--- src/rtl/arb_pkg.sv ---
// Shared definitions for the four-port round-robin memory arbiter:
// FSM encoding, port count and the symbolic requester numbers.
package arb_pkg;

    typedef enum logic [1:0] {
        IDLE   = 2'd0,
        ACCESS = 2'd1,
        WAIT   = 2'd2
    } state_t;

    localparam int NPORTS = 4;

    localparam logic [1:0] P_FETCH   = 2'd0;
    localparam logic [1:0] P_DATA    = 2'd1;
    localparam logic [1:0] P_RESERVE = 2'd2;
    localparam logic [1:0] P_SYS     = 2'd3;

endpackage

--- src/rtl/memory_arbiter_rr_pick.sv ---
// Combinational round-robin picker: searches last+1, last+2, last+3, last
// (mod 4) and reports the first eligible port.
module rr_pick
    import arb_pkg::*;
(
    input  logic [NPORTS-1:0] eligible,
    input  logic [1:0]        last,
    output logic              valid,
    output logic [1:0]        winner
);

    logic [1:0] cand;

    // NOTE: every output of a combinational block gets a default first so no
    // path through the loop can leave it unassigned and infer a latch.
    always_comb begin
        valid  = 1'b0;
        winner = last;
        cand   = last;
        for (int i = 1; i <= NPORTS; i++) begin
            // 2-bit wrap gives the modulo-4 rotation for free; i=4 lands on last.
            cand = last + 2'(i);
            if (!valid && eligible[cand]) begin
                valid  = 1'b1;
                winner = cand;
            end
        end
    end

endmodule

--- src/rtl/memory_arbiter.sv ---
// Serialises four requesters onto a single-port synchronous memory: one
// grant per three cycles, one-hot done pulse with read data.
module memory_arbiter
    import arb_pkg::*;
#(
    parameter int ADDR_W = 7,
    parameter int DATA_W = 8
) (
    input  logic                     clk,
    input  logic                     reset,
    input  logic [NPORTS-1:0]        req,
    input  logic [NPORTS-1:0]        we,
    input  logic [NPORTS*ADDR_W-1:0] addr,
    input  logic [NPORTS*DATA_W-1:0] wdata,
    output logic [NPORTS-1:0]        done,
    output logic [DATA_W-1:0]        rdata,
    output logic                     busy,
    output logic                     mem_en,
    output logic                     mem_we,
    output logic [ADDR_W-1:0]        mem_addr,
    output logic [DATA_W-1:0]        mem_wdata,
    input  logic [DATA_W-1:0]        mem_rdata
);

    state_t     state, state_next;
    logic [1:0] last, cur;
    logic [1:0] winner;
    logic       pick_valid;

    // A port still holding req in its done cycle must not win again at once.
    rr_pick u_pick (
        .eligible (req & ~done),
        .last     (last),
        .valid    (pick_valid),
        .winner   (winner)
    );

    // NOTE: sequential state is updated with non-blocking assignments so all
    // registers see the pre-edge values of each other, regardless of order.
    always_ff @(posedge clk) begin
        if (reset) state <= IDLE;
        else       state <= state_next;
    end

    always_comb begin
        state_next = state;
        unique case (state)
            IDLE:    if (pick_valid) state_next = ACCESS;
            ACCESS:  state_next = WAIT;
            WAIT:    state_next = IDLE;
            default: state_next = IDLE;
        endcase
    end

    always_ff @(posedge clk) begin
        if (reset) begin
            last      <= P_SYS;
            cur       <= P_FETCH;
            done      <= '0;
            rdata     <= '0;
            mem_en    <= 1'b0;
            mem_we    <= 1'b0;
            mem_addr  <= '0;
            mem_wdata <= '0;
        end else begin
            done <= '0;
            unique case (state)
                IDLE: begin
                    if (pick_valid) begin
                        mem_en    <= 1'b1;
                        mem_we    <= we[winner];
                        mem_addr  <= addr[winner*ADDR_W +: ADDR_W];
                        mem_wdata <= wdata[winner*DATA_W +: DATA_W];
                        cur       <= winner;
                    end
                end
                ACCESS: mem_en <= 1'b0;
                WAIT: begin
                    // mem_we still describes the access that just finished.
                    if (!mem_we) rdata <= mem_rdata;
                    done[cur] <= 1'b1;
                    last      <= cur;
                end
                default: ;
            endcase
        end
    end

    assign busy = (state != IDLE);

endmodule

--- config.mk ---
export PLATFORM = sky130hd
export DESIGN_NAME = memory_arbiter
export DESIGN_NICKNAME = d
export VERILOG_FILES = /design/src/rtl/arb_pkg.sv /design/src/rtl/memory_arbiter_rr_pick.sv /design/src/rtl/memory_arbiter.sv
export SDC_FILE = /design/constraint.sdc
export NUM_CORES = 1
export LEC_CHECK = 0
export BUFFER_PORTS_ARGS = -buffer_cell sky130_fd_sc_hd__buf_2
export CAP_MARGIN = 25
export CELL_PAD_IN_SITES_DETAIL_PLACEMENT = 0
export CELL_PAD_IN_SITES_GLOBAL_PLACEMENT = 2
export CORE_UTILIZATION = 21
export DETAILED_ROUTE_END_ITERATION = 16
export PLACE_DENSITY_LB_ADDON = 0.1
export SLEW_MARGIN = 30
export SYNTH_ARGS = -nofsm -noshare
export SYNTH_HDL_FRONTEND = slang
export SYNTH_SLANG_ARGS = --single-unit
--- constraint.sdc ---
create_clock -name clk -period 1.9 [get_ports clk]
set_input_delay 0.38 -clock clk [delete_from_list [all_inputs] [get_ports clk]]
set_output_delay 0.38 -clock clk [all_outputs]
set_load 0.005 [all_outputs]
### After elaboration in Yosys (flattened, before gate mapping)

Index checks and enable logic that the tools add are counted.

| word-level totals | value |
|---|---|
| flip-flop bits (word level) | 35 |
| bits of input ports | 78 |

| operators by class | value |
|---|---|
| add/sub/neg operators | 3 |
| $mul | 1 |
| order comparisons | 7 |
| equal/unequal tests | 3 |
| shift operators | 2 |
| multiplexer cells | 24 |
| bitwise operators | 4 |
| reductions and logical operators | 14 |

Operator list:

| cell | number |
|---|---|
| $shiftx 32x6->8 | 1 |
| $shiftx 28x6->7 | 1 |
| $lt 2x3->1 const B | 6 |
| $mux 1 | 11 |
| $bmux 1 s2 | 5 |
| $mux 2 | 5 |
| $reduce_and 2->1 | 3 |
| $mul 2x3->5 const B | 1 |
| $add 2x2->2 const B | 2 |
| $and 4x4->4 | 1 |
| $logic_and 1x1->1 | 4 |
| $not 4->4 | 1 |
| $pmux 2 s2 | 1 |
| $reduce_bool 2->1 | 2 |
| $logic_not 1->1 | 3 |
| $add 2x1->2 const B | 1 |
| $demux 1 s2 | 1 |
| $eq 2x1->1 const B | 1 |
| $eq 2x2->1 const B | 1 |
| $ge 2x1->1 const B | 1 |
| $logic_not 2->1 | 1 |
| $ne 2x2->1 const B | 1 |
| $not 1->1 | 2 |
| $pmux 1 s2 | 1 |
| $reduce_or 2->1 | 1 |

### Logic depth before layout (Yosys ltp)

| logic depth | value |
|---|---|
| depth after elaboration | 16 |
| depth in mapped cells | 7 |
| mapped depth without buffers | 6 |

### Modules after synthesis

From an unflattened synthesis, not the netlist that was laid out.

| second synthesis, totals | value |
|---|---|
| cells, all modules | 142 |
| area total of the unflattened synthesis | 1697.9 um^2 |

Modules (own cells, without submodules):

| module | times used | cells an instance | area each (um^2) | seq. area each (um^2) |
|---|---|---|---|---|
| memory_arbiter | 1 | 128 | 1615.3 | 700.7 |
| rr_pick | 1 | 14 | 82.6 | 0.0 |

### Worst setup path before layout

OpenSTA, ideal clock, no wires.

| timing path | value |
|---|---|
| path kind | input-to-reg |
| from | in req[2] |
| to | reg mem_addr[0] |
| library setup time | 0.122 ns |
| arrival | 1.813 ns |
| path slack | -0.035 ns |
| stages | 7 |
| path buffers | 1 |
| path through | nor2b_4 -> o22ai_1 -> mux2i_4 -> nand2_4 -> buf_6 -> mux2_4 -> a221o_1 |

| between the ends | value |
|---|---|
| longest elaborated chain between the ends | 15 |
| elaborated cells between the ends (all ways) | 26 |

RTL lines:

| element | line | source |
|---|---|---|
| start: declaration | memory_arbiter.sv:11 | `input logic [NPORTS-1:0] req,` |
| $and 4x4->4 (*) | memory_arbiter.sv:32 | `.eligible (req & ~done),` |
| $bmux 1 s2 | memory_arbiter_rr_pick.sv:23 | `if (!valid && eligible[cand]) begin` |
| $mux 1 (not written as such) | memory_arbiter_rr_pick.sv:23 |  |
| $mux 1 | memory_arbiter_rr_pick.sv:23 |  |
| $logic_not 1->1 | memory_arbiter_rr_pick.sv:23 |  |
| $logic_and 1x1->1 | memory_arbiter_rr_pick.sv:23 |  |
| $mux 1 | memory_arbiter_rr_pick.sv:23 |  |
| $logic_not 1->1 | memory_arbiter_rr_pick.sv:23 |  |
| $logic_and 1x1->1 | memory_arbiter_rr_pick.sv:23 |  |
| $mux 1 | memory_arbiter_rr_pick.sv:23 |  |
| $logic_not 1->1 | memory_arbiter_rr_pick.sv:23 |  |
| $logic_and 1x1->1 | memory_arbiter_rr_pick.sv:23 |  |
| $mux 2 | memory_arbiter_rr_pick.sv:23 |  |
| $mul 2x3->5 | memory_arbiter.sv:72 | `mem_addr <= addr[winner*ADDR_W +: ADDR_W];` |
| $shiftx 28x6->7 | memory_arbiter.sv:72 |  |
| end signal: assignment | memory_arbiter.sv:72 |  |
| end: declaration | memory_arbiter.sv:20 | `output logic [ADDR_W-1:0] mem_addr,` |

Mark *: on every way between the ends. The rest lies on a longest branch, timed or not. The select of a mux whose other input is x is not followed.
A chain may end at the register's enable or synchronous reset.

### Worst setup path after layout

| timing path | value |
|---|---|
| from | reg done[1] |
| to | reg mem_addr[5] |

| between the ends | value |
|---|---|
| longest elaborated chain between the ends | 16 |
| elaborated cells between the ends (all ways) | 27 |

RTL lines:

| element | line | source |
|---|---|---|
| start: declaration | memory_arbiter.sv:15 | `output logic [NPORTS-1:0] done,` |
| start signal: assignment | memory_arbiter.sv:59 | `done <= '0;` |
| start signal: assignment | memory_arbiter.sv:66 | `done <= '0;` |
| start signal: indexed assignment | memory_arbiter.sv:81 | `done[cur] <= 1'b1;` |
| $not 4->4 (*) | memory_arbiter.sv:32 |  |
| $and 4x4->4 (*) | memory_arbiter.sv:32 |  |
| $bmux 1 s2 | memory_arbiter_rr_pick.sv:23 |  |
| $mux 1 (not written as such) | memory_arbiter_rr_pick.sv:23 |  |
| $mux 1 | memory_arbiter_rr_pick.sv:23 |  |
| $logic_not 1->1 | memory_arbiter_rr_pick.sv:23 |  |
| $logic_and 1x1->1 | memory_arbiter_rr_pick.sv:23 |  |
| $mux 1 | memory_arbiter_rr_pick.sv:23 |  |
| $logic_not 1->1 | memory_arbiter_rr_pick.sv:23 |  |
| $logic_and 1x1->1 | memory_arbiter_rr_pick.sv:23 |  |
| $mux 1 | memory_arbiter_rr_pick.sv:23 |  |
| $logic_not 1->1 | memory_arbiter_rr_pick.sv:23 |  |
| $logic_and 1x1->1 | memory_arbiter_rr_pick.sv:23 |  |
| $mux 2 | memory_arbiter_rr_pick.sv:23 |  |
| $mul 2x3->5 | memory_arbiter.sv:72 |  |
| $shiftx 28x6->7 | memory_arbiter.sv:72 |  |

Marks and branches as above.

==> results.py <==
metrics = {
    "timing": {
        "grt_setup_unrepaired": "true",
        "post-route-period-util": 0.973,
        "max-slew-margin-rel": 0.608,
        "whs_ns": 0.314,
        "final.min_clock_period_ns": 1.85,
        "clock_skew_ns": 0.0124,
        "worstMarginPinSlew_ns": 0.586,
        "fmax_ghz": 0.541,
        "hold_viol_final": 0,
        "setup_violations": 0,
        "slew_violations": 0,
    },
    "synth": {
        "ys_seq_elements": 35,
        "synth_fp_nets": 279,
        "yosysWarnings": 0,
        "synth.avg_cell_area_um2": 9.03,
        "syn_area_mm2": 0.00182,
        "synth_cell_types": 28,
        "syn_inst": 201,
        "seq_area_frac_synth": 0.386,
    },
    "place": {
        "port_buffers": 107,
        "gp_congestion": 0.666,
        "placed_area_mm2": 0.00260,
        "dp_hpwl_um": 4630,
    },
    "setup_path": {
        "rr_worst_depth": 8,
        "crit_path_start_kind": "register",
        "required_ns": 2.07,
        "path_buf_inv": 2,
        "timing.rr.start": "done[1]",
        "startpoint": "done[1]",
        "crit_path_end_kind": "register",
        "crit_path_max_fanout": 5,
        "crit_family": "compound AO/OA/AOI/OAI gates",
        "worstSetupPathDepth": 8,
        "worst-setup-path-type": "reg -> reg",
        "slowest_stage": "o41ai_4",
        "max_stage_delay_ns": 0.37,
        "cp.arrival_ns": 2.02,
        "cp_cell_sequence": "and2b_2 -> o41ai_4 -> buf_4 -> nor2_4 -> nand2_4 -> buf_8 -> a21oi_2 -> a221o_1",
    },
    "worst_hold_path": {
        "hp-class": "in -> reg",
        "hold_depth": 3,
        "worstHoldStart": "mem_rdata[0]",
    },
    "global_route": {
        "grt_max_degree": 20,
        "grt.overflow.total": 0,
        "grt_pass1_wl_um": 9240,
        "antenna_found_initial": 0,
        "grt_usage": 0.137,
        "grt_pass1_vias": 1752,
    },
    "routing": {
        "vias": 1938,
        "drc_errors": 0,
        "drt-initial-drc-count": 68,
        "wire_per_inst_um": 15.0,
        "drt-pass1-iter-count": 4,
        "routed_wirelength_um": 6450,
        "vias_per_cell": 4.50,
        "route.antenna.remaining_nets": 0,
    },
    "final_layout": {
        "antenna_cells": 0,
        "drive_above_1_share": 0.555,
        "final_common_cell": "buf_2",
        "syn_to_final_growth_pct": 59.1,
        "multi_input_area_mm2": 0.00114,
        "fillCellCount": 893,
        "layout_common_cells": "buf_2, dfxtp_1, o21ai_0",
        "seqCellArea_um2": 702,
        "final_nets": 403,
        "final_cell_area_mm2": 0.00289,
    },
    "clock_network": {
        "h-tree-depth": 2,
        "clock-sinks": 35,
        "clk_pin_slew_ns": 0.09,
        "cts_tree": "yes",
        "cts_buffers": 5,
        "cts_root_buf": "clkbuf_8",
        "clkLatencyLatePin_ns": 0.29,
        "max-clock-path-buffers": 2,
    },
    "die": {
        "rows": 33,
        "start_util": 0.219,
        "dieArea_mm2": 0.00902,
        "die_x_um": 95.0,
        "core_area_mm2": 0.00830,
        "pin_count": 108,
        "fp.dieH_um": 95.0,
    },
    "power_and_ir_drop": {
        "cellPowerDensity_mw_per_mm2": 779,
        "leakage_nw": 1.34,
        "vdd_drop_max_v": 0.000293,
    },
    "run_status": {
        "status": "finished clean",
    },
    "job": {
        "maxCapViolCount": 0,
    },
}
==> where the power goes <==
group,switching [mW],total (mW),internal [mW]
sequential,0.0437,0.852,0.808
combinational,0.316,0.687,0.371
clock,0.312,0.710,0.398
==> path summary, 6_finish.rpt <==
check                endpoint  slack (ns)
setup / recovery  mem_addr[5]        0.05
setup reg to reg  mem_addr[5]        0.05
hold / removal       rdata[0]        0.31
hold reg to reg        mem_en        0.47
==> final cells by class <==
type | instances | share of cell area
timing repair buffer | 131 | 0.270
inverter | 4 | 0.00520
clock buffer | 5 | 0.0238
multi-input combinational | 148 | 0.396
sequential | 35 | 0.243
clock inverter | 3 | 0.0165
tap | 105 | 0.0455
==> through the flow <==
stage | worst slack [ns] | power, mW | cells | util | setup TNS [ns]
after CTS | 0.00420 | 2.22 | 425 | 0.329 | 0
after global placement | -0.307 | 1.48 | 415 | 0.312 | -4.28
after floorplan | -0.0000686 | 1.20 | 201 | - | -0.000618
final | 0.0509 | 2.25 | 431 | 0.348 | 0
after global routing | -0.0268 | 2.38 | 431 | 0.348 | -0.172
after detailed placement | -0.156 | 1.49 | 415 | 0.313 | -1.97
==> logic make-up (layout without fill, tap and decap cells) <==
| kind of cell | count (synthesis) | count (layout) | share of synthesized area |
|---|---|---|---|
| buffers and inverters | 18 | 143 | 0.0441 |
| AOI/OAI and AO/OA | 75 | 75 | 0.273 |
| muxes | 19 | 19 | 0.144 |
| DFF | 35 | 35 | 0.386 |
| and+or+nand+nor | 54 | 54 | 0.153 |
==> flip-flops by register name, indices dropped and copies added (netlist names) <==
register   cells
mem_wdata      8
mem_en         1
rdata          8
done           4
last           2
mem_addr       7
mem_we         1
state          2
cur            2
==> synthesized netlist by cell type <==
cell,number,area share
buf_6,1,0.0062
nor2b_4,2,0.015
inv_1,4,0.0083
a21oi_1,28,0.077
o221a_2,1,0.0062
nor2b_1,2,0.0069
a221o_1,16,0.088
o41ai_4,1,0.015
mux2i_4,1,0.012
o21ai_0,24,0.066
and2b_1,1,0.0041
clkbuf_1,9,0.019
mux2_2,7,0.043
nor4_1,2,0.0069
nand3_1,16,0.044
mux2_4,10,0.083
nand2_4,1,0.0062
clkbuf_2,1,0.0028
nand2b_1,4,0.014
buf_2,3,0.0083
and2_0,1,0.0034
nor2_1,12,0.025
dfxtp_1,35,0.39
a211o_1,2,0.0097
o22ai_1,3,0.010
mux2i_1,1,0.0055
nand2_1,12,0.025
nor3_1,1,0.0028
==> timing repair <==
action                                  4_1_cts  5_1_grt
resized for setup                             0       30
hold buffers                                  0        0
pin swaps                                     1        6
setup buffers                                 2        5
endpoints found under the setup margin        3       16
gates cloned                                  0        1
==> per-layer routing <==
layer | vias to the layer above | global-route usage | part of all wire
li1 | 996 | - | -
met1 | 869 | 0.185 | 0.47
met2 | 68 | 0.212 | 0.45
met3 | 5 | 0.0378 | 0.070
met4 | 0 | 0.0379 | 0.0071
met5 | - | 0 | 0
==> worst min-delay path, cell delays in order <==
cell,delay (ns)
buf_2,0.09
nand2_1,0.04
a21oi_1,0.05
Note: power is estimated with default switching activity, not from simulation.
